### src/rtl/mem_port_master_if.sv
// Request/response handshake and memory data-port signals for mem_port_master.
// The master modport is the block's view; slave is the CPU/memory environment's view.
interface mem_port_master_if #(
    parameter int ADDR_W = 12,
    parameter int DATA_W = 16,
    parameter int OFF_W  = 9
);
    logic              req_valid;
    logic              req_ready;
    logic [1:0]        req_op;
    logic [ADDR_W-1:0] req_base;
    logic [OFF_W-1:0]  req_offset;
    logic [DATA_W-1:0] req_wdata;
    logic              rsp_valid;
    logic              rsp_ready;
    logic [DATA_W-1:0] rsp_rdata;
    logic              busy;
    logic [ADDR_W-1:0] address_bus;
    logic [DATA_W-1:0] data_bus;
    logic [DATA_W-1:0] incoming_data_bus;
    logic              write_mode;
    logic              doubleRead;
    logic              doubleWrite;

    modport master (
        input  req_valid, req_op, req_base, req_offset, req_wdata, rsp_ready, data_bus,
        output req_ready, rsp_valid, rsp_rdata, busy, address_bus, incoming_data_bus,
               write_mode, doubleRead, doubleWrite
    );

    modport slave (
        output req_valid, req_op, req_base, req_offset, req_wdata, rsp_ready, data_bus,
        input  req_ready, rsp_valid, rsp_rdata, busy, address_bus, incoming_data_bus,
               write_mode, doubleRead, doubleWrite
    );
endinterface

### src/rtl/mem_port_master.sv
// CPU-side load/store initiator for the memory data port: one request at a time,
// byte address = base + 2*offset, fully registered bus and response outputs.
module mem_port_master #(
    parameter int ADDR_W   = 12,
    parameter int DATA_W   = 16,
    parameter int OFF_W    = 9,
    parameter int WAIT_CYC = 1
) (
    input  logic                 clk,
    input  logic                 rst_n,
    mem_port_master_if.master    port,
    output logic [1:0]           dbg_state
);
    // Handshakes: a request transfers on a clock edge with req_valid & req_ready;
    // a response transfers on a clock edge with rsp_valid & rsp_ready.
    localparam logic [1:0] IDLE  = 2'd0;
    localparam logic [1:0] SETUP = 2'd1;
    localparam logic [1:0] WRITE = 2'd2;
    localparam logic [1:0] RESP  = 2'd3;

    localparam int CNT_W = (WAIT_CYC < 2) ? 1 : $clog2(WAIT_CYC + 1);

    logic [1:0]        state_q, state_d;
    logic [CNT_W-1:0]  cnt_q, cnt_d;
    logic              store_q, store_d;
    logic              req_ready_q, req_ready_d;
    logic              rsp_valid_q, rsp_valid_d;
    logic [DATA_W-1:0] rsp_rdata_q, rsp_rdata_d;
    logic              busy_q, busy_d;
    logic [ADDR_W-1:0] addr_q, addr_d;
    logic [DATA_W-1:0] inc_q, inc_d;
    logic              wm_q, wm_d;
    logic              dr_q, dr_d;
    logic              dw_q, dw_d;

    always_comb begin
        state_d     = state_q;
        cnt_d       = cnt_q;
        store_d     = store_q;
        req_ready_d = req_ready_q;
        rsp_valid_d = rsp_valid_q;
        rsp_rdata_d = rsp_rdata_q;
        busy_d      = busy_q;
        addr_d      = addr_q;
        inc_d       = inc_q;
        wm_d        = wm_q;
        dr_d        = dr_q;
        dw_d        = dw_q;
        case (state_q)
            IDLE: begin
                if (port.req_valid) begin
                    state_d     = SETUP;
                    req_ready_d = 1'b0;
                    busy_d      = 1'b1;
                    // Offset is in words; the add wraps within the address space.
                    addr_d      = port.req_base + ADDR_W'({port.req_offset, 1'b0});
                    dr_d        = (port.req_op == 2'b01);
                    dw_d        = (port.req_op == 2'b11);
                    inc_d       = port.req_op[1] ? port.req_wdata : '0;
                    store_d     = port.req_op[1];
                    cnt_d       = CNT_W'(WAIT_CYC);
                end
            end
            SETUP: begin
                cnt_d = cnt_q - CNT_W'(1);
                if (cnt_q == CNT_W'(1)) begin
                    if (store_q) begin
                        wm_d    = 1'b1;
                        state_d = WRITE;
                    end else begin
                        rsp_rdata_d = port.data_bus;
                        rsp_valid_d = 1'b1;
                        state_d     = RESP;
                    end
                end
            end
            WRITE: begin
                // Memory commits on this edge; strobe lasts exactly one cycle.
                wm_d        = 1'b0;
                rsp_rdata_d = '0;
                rsp_valid_d = 1'b1;
                state_d     = RESP;
            end
            RESP: begin
                if (port.rsp_ready) begin
                    state_d     = IDLE;
                    rsp_valid_d = 1'b0;
                    rsp_rdata_d = '0;
                    req_ready_d = 1'b1;
                    busy_d      = 1'b0;
                    addr_d      = '0;
                    inc_d       = '0;
                    dr_d        = 1'b0;
                    dw_d        = 1'b0;
                end
            end
            default: state_d = IDLE;
        endcase
    end

    always_ff @(posedge clk or negedge rst_n) begin
        if (!rst_n) begin
            state_q     <= IDLE;
            cnt_q       <= '0;
            store_q     <= 1'b0;
            req_ready_q <= 1'b1;
            rsp_valid_q <= 1'b0;
            rsp_rdata_q <= '0;
            busy_q      <= 1'b0;
            addr_q      <= '0;
            inc_q       <= '0;
            wm_q        <= 1'b0;
            dr_q        <= 1'b0;
            dw_q        <= 1'b0;
        end else begin
            state_q     <= state_d;
            cnt_q       <= cnt_d;
            store_q     <= store_d;
            req_ready_q <= req_ready_d;
            rsp_valid_q <= rsp_valid_d;
            rsp_rdata_q <= rsp_rdata_d;
            busy_q      <= busy_d;
            addr_q      <= addr_d;
            inc_q       <= inc_d;
            wm_q        <= wm_d;
            dr_q        <= dr_d;
            dw_q        <= dw_d;
        end
    end

    assign port.req_ready         = req_ready_q;
    assign port.rsp_valid         = rsp_valid_q;
    assign port.rsp_rdata         = rsp_rdata_q;
    assign port.busy              = busy_q;
    assign port.address_bus       = addr_q;
    assign port.incoming_data_bus = inc_q;
    assign port.write_mode        = wm_q;
    assign port.doubleRead        = dr_q;
    assign port.doubleWrite       = dw_q;
    assign dbg_state              = state_q;
endmodule

### src/flat_wrapper.sv
// flat-port wrapper written by rule: the top's interface ports become plain ports
module mem_port_master_flat 
#(
    parameter int ADDR_W   = 12,
    parameter int DATA_W   = 16,
    parameter int OFF_W    = 9,
    parameter int WAIT_CYC = 1
)
  (clk, rst_n, dbg_state, port_req_valid, port_req_op, port_req_base, port_req_offset, port_req_wdata, port_rsp_ready, port_data_bus, port_req_ready, port_rsp_valid, port_rsp_rdata, port_busy, port_address_bus, port_incoming_data_bus, port_write_mode, port_doubleRead, port_doubleWrite);
  mem_port_master_if #(.ADDR_W(ADDR_W), .DATA_W(DATA_W), .OFF_W(OFF_W)) port_i ();
  input  logic clk;
  input  logic rst_n;
  output logic [1:0] dbg_state;
  input wire logic [$bits(port_i.req_valid)-1:0] port_req_valid;
  input wire logic [$bits(port_i.req_op)-1:0] port_req_op;
  input wire logic [$bits(port_i.req_base)-1:0] port_req_base;
  input wire logic [$bits(port_i.req_offset)-1:0] port_req_offset;
  input wire logic [$bits(port_i.req_wdata)-1:0] port_req_wdata;
  input wire logic [$bits(port_i.rsp_ready)-1:0] port_rsp_ready;
  input wire logic [$bits(port_i.data_bus)-1:0] port_data_bus;
  output wire logic [$bits(port_i.req_ready)-1:0] port_req_ready;
  output wire logic [$bits(port_i.rsp_valid)-1:0] port_rsp_valid;
  output wire logic [$bits(port_i.rsp_rdata)-1:0] port_rsp_rdata;
  output wire logic [$bits(port_i.busy)-1:0] port_busy;
  output wire logic [$bits(port_i.address_bus)-1:0] port_address_bus;
  output wire logic [$bits(port_i.incoming_data_bus)-1:0] port_incoming_data_bus;
  output wire logic [$bits(port_i.write_mode)-1:0] port_write_mode;
  output wire logic [$bits(port_i.doubleRead)-1:0] port_doubleRead;
  output wire logic [$bits(port_i.doubleWrite)-1:0] port_doubleWrite;
  assign port_i.req_valid = port_req_valid;
  assign port_i.req_op = port_req_op;
  assign port_i.req_base = port_req_base;
  assign port_i.req_offset = port_req_offset;
  assign port_i.req_wdata = port_req_wdata;
  assign port_i.rsp_ready = port_rsp_ready;
  assign port_i.data_bus = port_data_bus;
  assign port_req_ready = port_i.req_ready;
  assign port_rsp_valid = port_i.rsp_valid;
  assign port_rsp_rdata = port_i.rsp_rdata;
  assign port_busy = port_i.busy;
  assign port_address_bus = port_i.address_bus;
  assign port_incoming_data_bus = port_i.incoming_data_bus;
  assign port_write_mode = port_i.write_mode;
  assign port_doubleRead = port_i.doubleRead;
  assign port_doubleWrite = port_i.doubleWrite;
  mem_port_master #(.ADDR_W(ADDR_W), .DATA_W(DATA_W), .OFF_W(OFF_W), .WAIT_CYC(WAIT_CYC)) u_core (.clk(clk), .rst_n(rst_n), .port(port_i), .dbg_state(dbg_state));
endmodule
### config.mk
export PLATFORM = sky130hd
export DESIGN_NAME = mem_port_master_flat
export DESIGN_NICKNAME = d
export VERILOG_FILES = /design/src/rtl/mem_port_master_if.sv /design/src/rtl/mem_port_master.sv /design/src/flat_wrapper.sv
export SDC_FILE = /design/constraint.sdc
export NUM_CORES = 1
export LEC_CHECK = 0
export CORE_ASPECT_RATIO = 1.1
export CORE_MARGIN = 10
export CORE_UTILIZATION = 38
export DETAILED_ROUTE_END_ITERATION = 8
export PLACE_DENSITY = 0.77
export SLEW_MARGIN = 0
export SYNTH_ARGS = -nofsm -noshare
export SYNTH_HDL_FRONTEND = slang
export SYNTH_SLANG_ARGS = --single-unit
### constraint.sdc
create_clock -name clk -period 1.7 [get_ports clk]
set_input_delay 0.255 -clock clk [delete_from_list [all_inputs] [get_ports clk]]
set_output_delay 0.255 -clock clk [all_outputs]
set_load 0.005 [all_outputs]
---- Word-level counts from Yosys, hierarchy flattened ----
Cells that the tools add are included.
cells by class
  $add $sub $neg .......................... 2
  equality and inequality tests ........... 10
  mux-type cells .......................... 32
  reduce and logical (&&, ||, !) cells .... 11
operator list
  cell                                                 number
  two-way mux 16 bit                                   5
  one-hot mux 16 bit (3 select lines)                  1
  one-hot mux 16 bit (2 select lines)                  1
  two-way mux 12 bit                                   2
  one-hot mux 12 bit (2 select lines)                  1
  adder 12 x 10 -> 12 bit                              1
  one-hot mux 1 bit (2 select lines)                   6
  two-way mux 1 bit                                    11
  AND reduction 3 bit                                  3
  one-hot mux 2 bit (4 select lines)                   1
  equality test 2 bit, second input constant           3
  two-way mux 2 bit                                    3
  != test 2 bit, second input constant                 3
  nonzero test 2 bit                                   3
  equality test 2 x 1 -> 1 bit, second input constant  2
  != test 2 x 1 -> 1 bit, second input constant        2
  AND reduction 2 bit                                  2
  AND reduction 4 bit                                  1
  one-hot mux 1 bit (3 select lines)                   1
  nonzero test 3 bit                                   1
  logical NOT 2 bit                                    1
  subtractor 1 bit, second input constant              1
word-level totals
  flip-flop bits (word level) ............. 54
  input bits .............................. 59
  output and inout port bits .............. 52
  word-level logic and storage cells ...... 67

---- Longest topological paths before layout ----
  word-level depth ........................ 3
  mapped depth ............................ 9
  depth with buffers taken out ............ 7

---- Least setup slack after synthesis ----
OpenSTA, ideal clock, no wires.
  path type ............................... register to register
  start ................................... register u_core.state_q[0], in the netlist u_core.dbg_state[0]
  end ..................................... register u_core.rsp_valid_q, in the netlist u_core.port.rsp_valid
  arrival time ............................ 1.589 ns
  data required time ...................... 1.573 ns
  setup slack ............................. -0.016 ns
  stages on the path, launching flop included .. 8
  cells stage by stage .................... dfrtp_1 ha_1 nor2b_1 or3_1 buf_2 buf_2 nand2_1 o21ai_1
between the ends
  longest elaborated chain between the ends .. 3
ends and longest elaborated chain
  item                                                                 RTL line                source
  from (decl)                                                          mem_port_master.sv:23   logic [1:0] state_q, state_d;
  from (signal assigned)                                               mem_port_master.sv:116  state_q <= state_d;
  equality test 2 x 1 -> 1 bit or equality test 2 bit (tied branches)  mem_port_master.sv:49   case (state_q)
  != test 2 bit (no line) (tied with other cells)                      n/a
  AND reduction 4 bit (no line)                                        n/a
  to (signal assigned)                                                 mem_port_master.sv:120  rsp_valid_q <= rsp_valid_d;
  to (decl)                                                            mem_port_master.sv:27   logic rsp_valid_q, rsp_valid_d;
Several ways; a longest one is shown, not always the timed one.
A chain may end at the register's enable or synchronous reset.

---- Worst setup path in the final report ----
  start ................................... register u_core.state_q[0], in the netlist u_core.dbg_state[0]
  end ..................................... register u_core.rsp_rdata_q[15], in the netlist u_core.port.rsp_rdata[15]
between the ends
  longest elaborated chain between the ends .. 3
ends and longest elaborated chain
  item                                                                 RTL line                source
  equality test 2 x 1 -> 1 bit or equality test 2 bit (tied branches)  mem_port_master.sv:49
  != test 2 bit (no line) (tied with other cells)                      n/a
  AND reduction 4 bit (no line)                                        n/a
  to (signal assigned)                                                 mem_port_master.sv:121  rsp_rdata_q <= rsp_rdata_d;
  to (decl)                                                            mem_port_master.sv:28   logic [DATA_W-1:0] rsp_rdata_q, rsp_rdata_d;
Several ways; a longest one is shown, not always the timed one.

==> results.rst <==
.. list-table::
   :header-rows: 1

   * - Metric
     - Value
   * - CTS tree
     - built
   * - Total number of H-tree levels
     - 2
   * - Synthesized area per cell
     - 10.7 µm²
   * - Crit path required time
     - 1.88 ns
   * - Starting Density
     - 0.397
   * - Final setup violation count
     - 0
   * - Final Critical Period
     - 1.66 ns
   * - Top cells by area in the synthesized netlist
     - sky130_fd_sc_hd__dfrtp_1 (53%), sky130_fd_sc_hd__a22o_1 (9.4%), sky130_fd_sc_hd__ha_1 (6.5%)
   * - Worst-case clock skew
     - 0.00330 ns
   * - Transition at the pin with the smallest max-transition slack
     - 0.328 ns
   * - Die X
     - 97.4 µm
   * - Antenna cells
     - 0
   * - Residual antenna-violating net count after detailed routing
     - 0
   * - EDFF count, synth
     - 0
   * - Post-route design area
     - 4140 µm²
   * - Hold Path Class
     - in -> reg
   * - CP max stage cell
     - sky130_fd_sc_hd__dfrtp_2
   * - Top fanout value on the critical path
     - 34
   * - Most common library cell in the layout ignoring fill and taps
     - sky130_fd_sc_hd__clkdlybuf4s50_1
   * - DRT Pass-1 Iters
     - 4
   * - DIE AREA
     - 10200 µm²
   * - Worst setup startpoint
     - u_core.dbg_state[0]
   * - Maximum vdd drop
     - 867 µV
   * - Syn Std Cell Area
     - 2510 µm²
   * - DR WL/cell
     - 16.6 µm
   * - Share of the yosys chip area belonging to registers
     - 0.540
   * - Count of mapped cells out of synthesis
     - 235
   * - Total cell area at the placement stage
     - 3870 µm²
   * - Count of nets after finishing
     - 444
   * - Final RePlAce weighted congestion
     - 0.871
   * - Fraction of final layout cells with drive strength greater than 1
     - 0.177
   * - Core ar.
     - 6310 µm²
   * - Number of DRC violations after detailed-routing iteration 0
     - 110
   * - Hold Worst Slack
     - 0.424 ns
   * - Launch instance of the worst min-delay path
     - port_req_offset[0]
   * - Distinct cells, synth
     - 33
   * - Std cell rows
     - 30
   * - CTS buffer count
     - 5
   * - Count of pins over their slew limit
     - 0
   * - Number of fillers in the final layout
     - 497
   * - Status
     - finished clean
   * - Post-detailed-route DRC marker count
     - 0
   * - Overall track demand over capacity in global routing
     - 0.139
   * - Antenna violations before repair
     - 0
   * - Critical Path Sink Type
     - register
   * - Worst path setup slack after routing
     - 0.0387 ns
   * - Arr. time, crit path
     - 1.84 ns
   * - Overall overflow remaining after global route
     - 0
   * - Area grow syn2layout
     - 65.0%
   * - Via density
     - 5.04
   * - Hold Violations, Final
     - 0
   * - # port buffers
     - 110
   * - Ordered cell list for the critical path
     - ha_2 > nor2b_1 > or3_4 > buf_12 > nand2_1 > o21ai_1
   * - Unrepaired setup endpoints after global routing
     - true
   * - Total vias in the final route
     - 2279
   * - Post-detailed-routing wire length
     - 7.48 mm
   * - Logic depth of the worst register-to-register path
     - 6
   * - HPWL Detailed
     - 5.66 mm
   * - Synth Net Count
     - 308
   * - Total number of clock tree sinks
     - 54
   * - Reg-to-Reg Start
     - u_core.dbg_state[0]
   * - Largest net degree at the start of global routing
     - 55
   * - Clock buffer depth
     - 2
   * - Insertion delay to the later sink of the worst-skew pair
     - 0.30 ns
   * - Class of the most critical setup path
     - reg -> reg
   * - Cell type contributing the most total cell area after synthesis
     - sky130_fd_sc_hd__dfrtp_1
   * - Die extent in y
     - 105 µm
   * - Hold path cells
     - 3
   * - Post-synthesis sequential element count
     - 54
   * - Setup crit start kind
     - register
   * - Fraction of synthesized cell area taken by the top area cell type
     - 0.529
   * - Wire length of the first global-routing pass
     - 12.0 mm
   * - Syn. warnings
     - 0
   * - Commonest cells after routing, fill and taps aside
     - sky130_fd_sc_hd__clkdlybuf4s50_1 (97), sky130_fd_sc_hd__dfrtp_1 (52), sky130_fd_sc_hd__nand2_1 (42), sky130_fd_sc_hd__a22o_1 (27), sky130_fd_sc_hd__buf_4 (25)
   * - Final worst path period share
     - 0.977
   * - Relative max-transition margin
     - 0.781
   * - Peak Freq
     - 602 MHz
   * - Reg clk slew, reported paths
     - 0.09 ns
   * - Vias in the first global route
     - 2343
   * - Primary FF master, synth
     - sky130_fd_sc_hd__dfrtp_1
   * - Sum of negative setup slack
     - 0 ns
   * - Critical Path Max Stage Delay
     - 0.45 ns
   * - Number of top-level design ports
     - 111
   * - Leakage component of the power
     - 1.86 nW
   * - Power per cell area
     - 1590 nW/µm²
   * - Post-Place Worst Slack
     - -0.555 ns
   * - Max capacitance violation total
     - 0
   * - Cell at the root of the clock tree
     - sky130_fd_sc_hd__clkbuf_8
   * - Share of synthesized registers carrying an async set or reset
     - 1.00
what timing repair did:
action                                 CTS  global route
setup endpoints to repair               29            50
endpoints found under the hold margin   53             0
hold buffers                             1             0
buffers inserted                         3             2
resized for setup                       26            11
pin swaps                               18             1
synth_stat cells, types with 2 or more instances:
master / count
sky130_fd_sc_hd__inv_1: 7
sky130_fd_sc_hd__ha_1: 13
sky130_fd_sc_hd__clkbuf_1: 3
sky130_fd_sc_hd__nand2_1: 42
sky130_fd_sc_hd__a22o_1: 27
sky130_fd_sc_hd__o21ai_0: 7
sky130_fd_sc_hd__dfrtp_1: 53
sky130_fd_sc_hd__xnor2_1: 4
sky130_fd_sc_hd__and3_1: 2
sky130_fd_sc_hd__xor2_1: 4
sky130_fd_sc_hd__o21ai_1: 19
sky130_fd_sc_hd__buf_2: 7
sky130_fd_sc_hd__nor2_1: 7
sky130_fd_sc_hd__nand4_1: 2
sky130_fd_sc_hd__a21oi_1: 12
sky130_fd_sc_hd__nor2b_1: 2
sky130_fd_sc_hd__o31ai_1: 4
sky130_fd_sc_hd__buf_4: 2
sky130_fd_sc_hd__a21o_1: 4
flip-flops by register name, indices dropped and copies added, names as in the netlist, 2 cells and up:
| signal | count |
|---|---|
| u_core.port.incoming_data_bus | 16 |
| u_core.port.rsp_rdata | 16 |
| u_core.port.address_bus | 12 |
| u_core.dbg_state | 2 |
power breakdown:
| part | switching, mW | total (mW) | internal [mW] |
|---|---|---|---|
| registers | 0.340 | 2.21 | 1.87 |
| clock network | 0.405 | 0.779 | 0.374 |
| logic | 1.55 | 3.58 | 2.03 |
routing by layer:
metal	vias to the layer above	routed length [µm]	global-route usage
met5	-	0	0
met4	0	59	0.0426
met3	4	459	0.0402
met2	77	3700	0.233
met1	1094	3260	0.167
li1	1104	-	-
cell type report:
cell class / instances / area, µm² / area share
repair buffers: 141 / 1370 / 0.330
inverters: 7 / 26.3 / 0.00635
clock inverters: 1 / 8.76 / 0.00212
flip-flops and latches: 54 / 1350 / 0.327
clock buffers: 7 / 96.3 / 0.0233
multi-input cells: 162 / 1180 / 0.287
well taps: 80 / 100 / 0.0242
logic make-up after synthesis:
group / synth area share
compound gates: 0.222
simple gates: 0.0979
flops: 0.540
buf+inv: 0.0349
fa+ha+maj: 0.0729
xor+xnor: 0.0280
mux: 0.00449
per-stage QoR:
stage                      util  cells  power (mW)
after CTS                 0.648    450        6.56
after floorplan               -    235        3.74
after global routing      0.656    452        7.09
after detailed placement  0.614    438        5.70
final                     0.656    452        6.56
after global placement    0.614    438        5.58
worst max-delay path, delay by kind of cell, from the launching register on:
family / cells / cell delay (ns)
adders and majority gates: 1 / 0.23
DFF: 1 / 0.45
AOI/OAI and AO/OA: 1 / 0.07
buffers and inverters: 1 / 0.17
and+or+nand+nor: 3 / 0.61
final timing paths:
path,endpoint,slack [ns]
worst max-delay path,u_core.port.rsp_rdata[15],0.04
worst min-delay path,u_core.port.address_bus[1],0.42
worst max register to register,u_core.port.rsp_rdata[15],0.04
worst min register to register,u_core.port.req_ready,0.47
max in group asynchronous,u_core.port.req_ready,0.94
min in group asynchronous,u_core.port.rsp_rdata[11],0.47
Note: power is estimated with default switching activity, not from simulation.
